$ cat src/rtl/load_store_unit.sv
// load_store_unit: validates one load/store request at a time, drives OnChipDataMemory for a
// single ACCESS cycle and returns a registered, fault-annotated response to writeback.
module load_store_unit #(
  parameter int ADDR_WIDTH = 11,
  parameter int DATA_WIDTH = 64
) (
  input  logic                  clk,
  input  logic                  reset,
  input  logic                  req_valid,
  output logic                  req_ready,
  input  logic                  req_isStore,
  input  logic [2:0]            req_funct3,
  input  logic [63:0]           req_addr,
  input  logic [DATA_WIDTH-1:0] req_storeData,
  output logic                  resp_valid,
  input  logic                  resp_ready,
  output logic [DATA_WIDTH-1:0] resp_loadData,
  output logic                  resp_fault,
  output logic [1:0]            resp_faultCause,
  output logic [ADDR_WIDTH-1:0] mem_address,
  output logic [DATA_WIDTH-1:0] mem_writeData,
  output logic                  mem_signExtended,
  output logic [1:0]            mem_writeSize,
  output logic                  mem_writeEnable,
  input  logic [DATA_WIDTH-1:0] mem_readData
);

  typedef enum logic [1:0] {
    IDLE   = 2'd0,
    ACCESS = 2'd1,
    RESP   = 2'd2
  } state_e;

  // Cause codes in priority order: illegal funct3, misaligned, outside the memory.
  function automatic logic [1:0] check_fault(input logic is_store, input logic [2:0] f3,
                                             input logic [63:0] addr);
    logic [2:0] mask;
    logic [1:0] cause;
    case (f3[1:0])
      2'd0:    mask = 3'b000;
      2'd1:    mask = 3'b001;
      2'd2:    mask = 3'b011;
      default: mask = 3'b111;
    endcase
    if ((is_store && f3[2]) || (!is_store && (f3 == 3'b111))) begin
      cause = 2'd1;
    end else if ((addr[2:0] & mask) != 3'b000) begin
      cause = 2'd2;
    end else if (addr[63:ADDR_WIDTH] != '0) begin
      cause = 2'd3;
    end else begin
      cause = 2'd0;
    end
    return cause;
  endfunction

  state_e                  state_q, state_d;
  logic                    is_store_q, is_store_d;
  logic                    resp_valid_q, resp_valid_d;
  logic                    resp_fault_q, resp_fault_d;
  logic [1:0]              resp_cause_q, resp_cause_d;
  logic [DATA_WIDTH-1:0]   resp_data_q, resp_data_d;
  logic [ADDR_WIDTH-1:0]   mem_address_q, mem_address_d;
  logic [DATA_WIDTH-1:0]   mem_wdata_q, mem_wdata_d;
  logic                    mem_sext_q, mem_sext_d;
  logic [1:0]              mem_size_q, mem_size_d;
  logic                    mem_we_q, mem_we_d;
  logic                    req_fire_s;
  logic                    resp_fire_s;
  logic [1:0]              req_cause_s;

  always_comb begin
    req_ready   = (state_q == IDLE) || ((state_q == RESP) && resp_ready);
    req_fire_s  = req_valid && req_ready;
    resp_fire_s = resp_valid_q && resp_ready;
    req_cause_s = check_fault(req_isStore, req_funct3, req_addr);
  end

  // A new request may be taken from IDLE or from RESP in the same cycle the old response retires.
  always_comb begin
    state_d       = state_q;
    is_store_d    = is_store_q;
    resp_valid_d  = resp_valid_q;
    resp_fault_d  = resp_fault_q;
    resp_cause_d  = resp_cause_q;
    resp_data_d   = resp_data_q;
    mem_address_d = mem_address_q;
    mem_wdata_d   = mem_wdata_q;
    mem_sext_d    = mem_sext_q;
    mem_size_d    = mem_size_q;
    mem_we_d      = 1'b0;
    if (req_fire_s) begin
      if (req_cause_s == 2'd0) begin
        state_d       = ACCESS;
        is_store_d    = req_isStore;
        resp_valid_d  = 1'b0;
        mem_address_d = req_addr[ADDR_WIDTH-1:0];
        mem_size_d    = req_funct3[1:0];
        mem_we_d      = req_isStore;
        if (req_isStore) begin
          mem_wdata_d = req_storeData;
        end else begin
          mem_sext_d  = ~req_funct3[2];
        end
      end else begin
        state_d      = RESP;
        resp_valid_d = 1'b1;
        resp_fault_d = 1'b1;
        resp_cause_d = req_cause_s;
        resp_data_d  = '0;
      end
    end else begin
      case (state_q)
        IDLE: begin
          state_d = IDLE;
        end
        ACCESS: begin
          state_d      = RESP;
          resp_valid_d = 1'b1;
          resp_fault_d = 1'b0;
          resp_cause_d = 2'd0;
          resp_data_d  = is_store_q ? '0 : mem_readData;
        end
        RESP: begin
          if (resp_fire_s) begin
            state_d      = IDLE;
            resp_valid_d = 1'b0;
          end else begin
            state_d      = RESP;
          end
        end
        default: begin
          state_d      = IDLE;
          resp_valid_d = 1'b0;
        end
      endcase
    end
  end

  // State and output registers; reset drops the write strobe immediately.
  always_ff @(posedge clk or posedge reset) begin
    if (reset) begin
      state_q       <= IDLE;
      is_store_q    <= 1'b0;
      resp_valid_q  <= 1'b0;
      resp_fault_q  <= 1'b0;
      resp_cause_q  <= 2'd0;
      resp_data_q   <= '0;
      mem_address_q <= '0;
      mem_wdata_q   <= '0;
      mem_sext_q    <= 1'b0;
      mem_size_q    <= 2'd0;
      mem_we_q      <= 1'b0;
    end else begin
      state_q       <= state_d;
      is_store_q    <= is_store_d;
      resp_valid_q  <= resp_valid_d;
      resp_fault_q  <= resp_fault_d;
      resp_cause_q  <= resp_cause_d;
      resp_data_q   <= resp_data_d;
      mem_address_q <= mem_address_d;
      mem_wdata_q   <= mem_wdata_d;
      mem_sext_q    <= mem_sext_d;
      mem_size_q    <= mem_size_d;
      mem_we_q      <= mem_we_d;
    end
  end

  assign resp_valid       = resp_valid_q;
  assign resp_fault       = resp_fault_q;
  assign resp_faultCause  = resp_cause_q;
  assign resp_loadData    = resp_data_q;
  assign mem_address      = mem_address_q;
  assign mem_writeData    = mem_wdata_q;
  assign mem_signExtended = mem_sext_q;
  assign mem_writeSize    = mem_size_q;
  assign mem_writeEnable  = mem_we_q;

endmodule

$ cat config.mk
export PLATFORM = sky130hd
export DESIGN_NAME = load_store_unit
export DESIGN_NICKNAME = d
export VERILOG_FILES = /design/src/rtl/load_store_unit.sv
export SDC_FILE = /design/constraint.sdc
export NUM_CORES = 1
export LEC_CHECK = 0
export ABC_AREA = 1
export CAP_MARGIN = 10
export CORE_ASPECT_RATIO = 1.4
export CORE_MARGIN = 2
export CORE_UTILIZATION = 35
export CTS_BUF_LIST = sky130_fd_sc_hd__clkbuf_8 sky130_fd_sc_hd__clkbuf_16
export DETAILED_ROUTE_END_ITERATION = 16
export GPL_ROUTABILITY_DRIVEN = 0
export GPL_TIMING_DRIVEN = 0
export PLACE_DENSITY_LB_ADDON = 0.08
export SETUP_SLACK_MARGIN = 0.4
export SYNTH_ARGS = -nofsm -noshare
export SYNTH_HDL_FRONTEND = slang
export SYNTH_SLANG_ARGS = --single-unit
$ cat constraint.sdc
create_clock -name clk -period 5.55 [get_ports clk]
set_input_delay 0.8325 -clock clk [delete_from_list [all_inputs] [get_ports clk]]
set_output_delay 0.8325 -clock clk [all_outputs]
set_load 0.01 [all_outputs]
# Yosys cells after proc, flatten, opt, wreduce, memory -nomap -nowiden

Index checks and enable logic that the tools add are counted.

Output and inout port bits: 148
Flip-flop bits (word level): 150

Multiplexer cells: 24
Reduce and logical (&&, ||, !) cells: 19
Bitwise operators: 3
Equal/unequal tests: 8

Operator list:

| kind               | count |
|---|---|
| $mux 64            | 4 |
| $reduce_bool 53->1 | 1 |
| $mux 2             | 9 |
| $pmux 3 s3         | 1 |
| $mux 1             | 8 |
| $logic_not 2->1    | 3 |
| $reduce_and 2->1   | 3 |
| $reduce_and 3->1   | 2 |
| $logic_and 1x1->1  | 5 |
| $eq 2x1->1 const B | 2 |
| $eq 2x2->1 const B | 2 |
| $ne 2x2->1 const B | 2 |
| $pmux 2 s2         | 1 |
| $and 3x3->3        | 1 |
| $eq 3x3->1 const B | 1 |
| $ne 3x3->1 const B | 1 |
| $pmux 1 s3         | 1 |
| $reduce_bool 3->1  | 1 |
| $logic_or 1x1->1   | 2 |
| $not 1->1          | 2 |
| $reduce_bool 2->1  | 1 |
| $logic_not 1->1    | 1 |

# Longest topological paths before layout

Depth in word-level cells: 9
Depth in mapped cells: 13
Depth with buffers taken out: 11

# Worst setup path before layout

No wires, ideal clock.

Path kind: in2reg
Start point: input port req_addr[12]
End point: register state_q[1]
Buffers on the path: 2
Arrival time: 1.938 ns
Stages on the path: 9
Data required time: 5.423 ns
Path slack: 3.484 ns
Cells stage by stage: or2_1 -> nor2_1 -> nand2_1 -> nor2_2 -> nand4_1 -> nand2_1 -> buf_4 -> buf_4 -> o21ai_0

Longest elaborated chain between the ends: 7

Ends and longest elaborated chain:

| what                 | RTL line | text |
|---|---|---|
| start, declared      | 13       | `input logic [63:0] req_addr,` |
| $reduce_bool 53->1   | 49       | `end else if (addr[63:ADDR_WIDTH] != '0) begin` |
| $mux 2               | 49       |  |
| $mux 2               | 47       | `end else if ((addr[2:0] & mask) != 3'b000) begin` |
| $mux 2               | 45       | `if ((is_store && f3[2]) \|\| (!is_store && (f3 == 3'b111))) begin` |
| $logic_not 2->1      | 93       | `if (req_cause_s == 2'd0) begin` |
| $mux 2               | 93       |  |
| $mux 2               | 92       | `if (req_fire_s) begin` |
| named net state_d[1] | 57       | `state_e state_q, state_d;` |
| end signal, assigned | 155      | `state_q <= state_d;` |
| end, declared        | 57       |  |

The timed path passes the listed nets, and every way through them passes these cells.
A chain may end at the register's enable or synchronous reset.

# Worst setup path in the final report

Start point: input port resp_ready
End point: output port req_ready

Longest elaborated chain between the ends: 2

Ends and longest elaborated chain:

| what              | RTL line | text |
|---|---|---|
| start, declared   | 16       | `input logic resp_ready,` |
| $logic_and 1x1->1 | 73       | `req_ready = (state_q == IDLE) \|\| ((state_q == RESP) && resp_ready);` |
| $logic_or 1x1->1  | 73       |  |
| end, declared     | 10       | `output logic req_ready,` |

Every way passes these cells.

==> impl_metrics.csv <==
group,metric,value,unit
grt,combined_global_route_utilization_of_all_metal_layers,22.0,%
yosys,synth-edff-count,0,
critical_path,critical_path_buf_inv_count,2,
critical_path,worst_setup_path_start_kind,"primary input",
sta,finalSetupViolations,0,
placement,preCtsSetupSlack,2600,ps
critical_path,arrival_time_at_the_worst_endpoint,2000,ps
critical_path,critical_path_class,"in2out",
sta,final.period_utilization,51.0,%
routing,totalWireLength,21100,um
cts,insertion_delay,420,ps
critical_path,crit_path_cell_trace,"clkdlybuf4s50_1 > nand2_1 > nand2_1 > clkdlybuf4s50_1",
grt,maximum_number_of_pins_on_one_net_before_global_route_repair,88,
grt,gr-total-overflow,0,
critical_path,cp-end-kind,"output pin",
sta,postLayoutSetupSlackWorst,2720,ps
sta,hold_ws,465,ps
critical_path,slowest_cell_on_crit_path,"sky130_fd_sc_hd__clkdlybuf4s50_1",
routing,drtPass1Iterations,4,
critical_path,slowest_delay,570,ps
critical_path,worst-endpoint-required,4720,ps
sta,max_slew_margin,60.9,%
yosys,synth_area_per_cell,8.27,um^2
sta,drv_slew,0,
grt,grt_antenna_before_repair,0,
sta,totalNegativeSetupSlack,0,ps
cts,cts_root_buffer,"sky130_fd_sc_hd__clkbuf_16",
yosys,synth_top_area_share,58.5,%
pwr,power.leakage,5.37,nW
floorplanning,floorplan.initialDensity,35.6,%
sta,rsz_0062_raised_after_global_routing,"false",
yosys,synth.most_common_cell,"sky130_fd_sc_hd__nand2_1",
yosys,netlist-cell-type-count,23,
critical_path,cp_num_cells,4,
yosys,yosys-top-cells-area,"sky130_fd_sc_hd__dfrtp_1 (59%), sky130_fd_sc_hd__nand2_1 (19%), sky130_fd_sc_hd__nand3_1 (10%)",
floorplanning,design.portCount,348,
sta,worst-slew-pin-transition,587,ps
yosys,netlist_top_cells_count,"sky130_fd_sc_hd__nand2_1 (317), sky130_fd_sc_hd__dfrtp_1 (150), sky130_fd_sc_hd__nand3_1 (131), sky130_fd_sc_hd__nor2_1 (62), sky130_fd_sc_hd__inv_1 (39)",
cts,cts_hold_buf,0,
grt,first_global_vias,6232,
yosys,yosys.area.top_type,"sky130_fd_sc_hd__dfrtp_1",
yosys,ys_seq_elements,150,
cells_and_area,finish.utilization,60.2,%
critical_path,critical_path_peak_fanout,2,
routing,routed-via-count,6343,
yosys,post_synth_instance_area,6410,um^2
sta,timing.final.crit_period,2830,ps
pwr,max-vdd-ir-drop,0.000179,V
cts,cts_made_buffers,17,
routing,routed_via_density,4.55,
yosys,mappedNetlistNets,979,
routing,drt_drc_violations_left,0,
cts,cts.reportedPaths.clkPinSlew,60,ps
sta,fin_skew,12.3,ps
floorplanning,die_area,19400,um^2
floorplanning,die-height,164,um
floorplanning,core_area,18000,um^2
cells_and_area,insertedDiodeCount,0,
sta,hold_viol,0,
worst_hold_path,min_delay_path_depth,2,
cells_and_area,final.fill_count,1689,
floorplanning,die_width,118,um
grt,first_pass_grt_wire_length,33300,um
placement,place_hpwl,15900,um
routing,detail_route.iter0.violations,404,
cts,post-cts-setup-buffer-count,0,
yosys,fraction_of_registers_with_async_set_or_reset_after_synthesis,100,%
yosys,most_instantiated_flip_flop_cell_in_the_synthesis_netlist,"sky130_fd_sc_hd__dfrtp_1",
cts,clkSinkCount,150,
pwr,p_per_area,268,nW/um^2
pwr,finalPower,2.91,mW
cts,clockBufferDepth,2,
status,result_of_the_run,"finished clean",
cts,ctsHtreeMaxLevel,4,
critical_path,register_to_register_path_setup_slack,3290,ps
cells_and_area,post_route_cells_drive_above_1_share,6.15,%
yosys,ys.warnings.count,0,
sta,timing.fmax,354,MHz
routing,route.detailed.wl_per_inst,15.1,um
routing,antenna_left,0,
yosys,ys_seq_area_share,58.5,%
cells_and_area,final_nets,1346,
cts,clock_tree_from_tritoncts,"yes",
flow_run,drv.max_cap_violation_count,0,
cells_and_area,flow.area_growth_from_synthesis,69.0,%
cts,postCtsResizedCells,0,
critical_path,critical_path.top_delay_family,"buffers and inverters",
yosys,postSynthCellCount,776,
worst_hold_path,timing.hold.worst.class,"reg2reg",
critical_path,reg2regPathDepth,13,
placement,input_output_buffers,347,
floorplanning,placement_rows,58,
## metal layers
layer | up-vias | track usage, % | share of wire, %
met5 | - | 0 | 0
met4 | 0 | 7.85 | 2.1
met3 | 26 | 7.12 | 8.5
met2 | 256 | 38.4 | 51
met1 | 2902 | 25.3 | 38
li1 | 3159 | - | -
## sequential cells by signal, summed over array words and instances, names as in the netlist
name,count
resp_fault,1
is_store_q,1
mem_signExtended,1
mem_writeData,64
state_q,2
resp_loadData,64
mem_writeEnable,1
resp_valid,1
mem_writeSize,2
mem_address,11
resp_faultCause,2
## worst register-to-register path, delay by kind of cell, from the launching register on
kind	cells	cell delay, ps
and+or+nand+nor	7	810
adders and majority gates	1	210
DFF	1	350
buffers and inverters	5	830
## stage by stage
step | std cells | area (um^2)
after detailed placement | 1364 | 10200
after CTS | 1395 | 10800
after global routing | 1395 | 10800
final | 1395 | 10800
after floorplan | 776 | 6410
after global placement | 1363 | 10200
## cell type report
type	count	area [um^2]	share of cell area [%]
buffer	45	236	2.18
clock inverter	13	180	1.66
inverter	43	169	1.56
clock buffer	18	439	4.05
tap	240	300	2.77
sequential	150	3750	34.6
multi-input combinational	538	2260	20.9
timing repair buffer	348	3500	32.3
## power by group
part / leakage, nW / internal (mW) / total [mW] / switching (mW)
sequential: 2.05 / 1.15 / 1.19 / 0.0351
combinational: 3.01 / 0.278 / 0.504 / 0.226
clock: 0.304 / 0.761 / 1.22 / 0.459
total: 5.37 / 2.19 / 2.91 / 0.720
## placed cells by master, fill, tap and decap left out, drive strengths merged
cell,n
nand4,2
bufinv,4
clkinvlp,2
nand2,319
a21boi,1
or2,2
inv,45
nand3,132
clkdlybuf4s50,347
clkinv,5
ha,3
o21ai,15
dfrtp,150
clkbuf,30
buf,34
nor2,64
## logic make-up (layout without fill, tap and decap cells)
kind of cell    Yosys count  count (layout)  share of synthesized area [%]
fa+ha+maj                 3               3                          0.585
buf+inv                  88             467                           6.20
flops                   150             150                           58.5
compound gates           16              16                           1.29
simple gates            519             519                           33.4
## path summary, 6_finish.rpt
check                                  start                 to
setup reg to reg                  state_q[0]   resp_loadData[3]
hold reg to reg            mem_writeData[32]  mem_writeData[32]
hold / removal             mem_writeData[32]  mem_writeData[32]
max in group asynchronous              reset   mem_writeData[6]
setup / recovery                  resp_ready          req_ready
min in group asynchronous              reset  mem_writeData[19]
(Power assumes the default switching activity.)
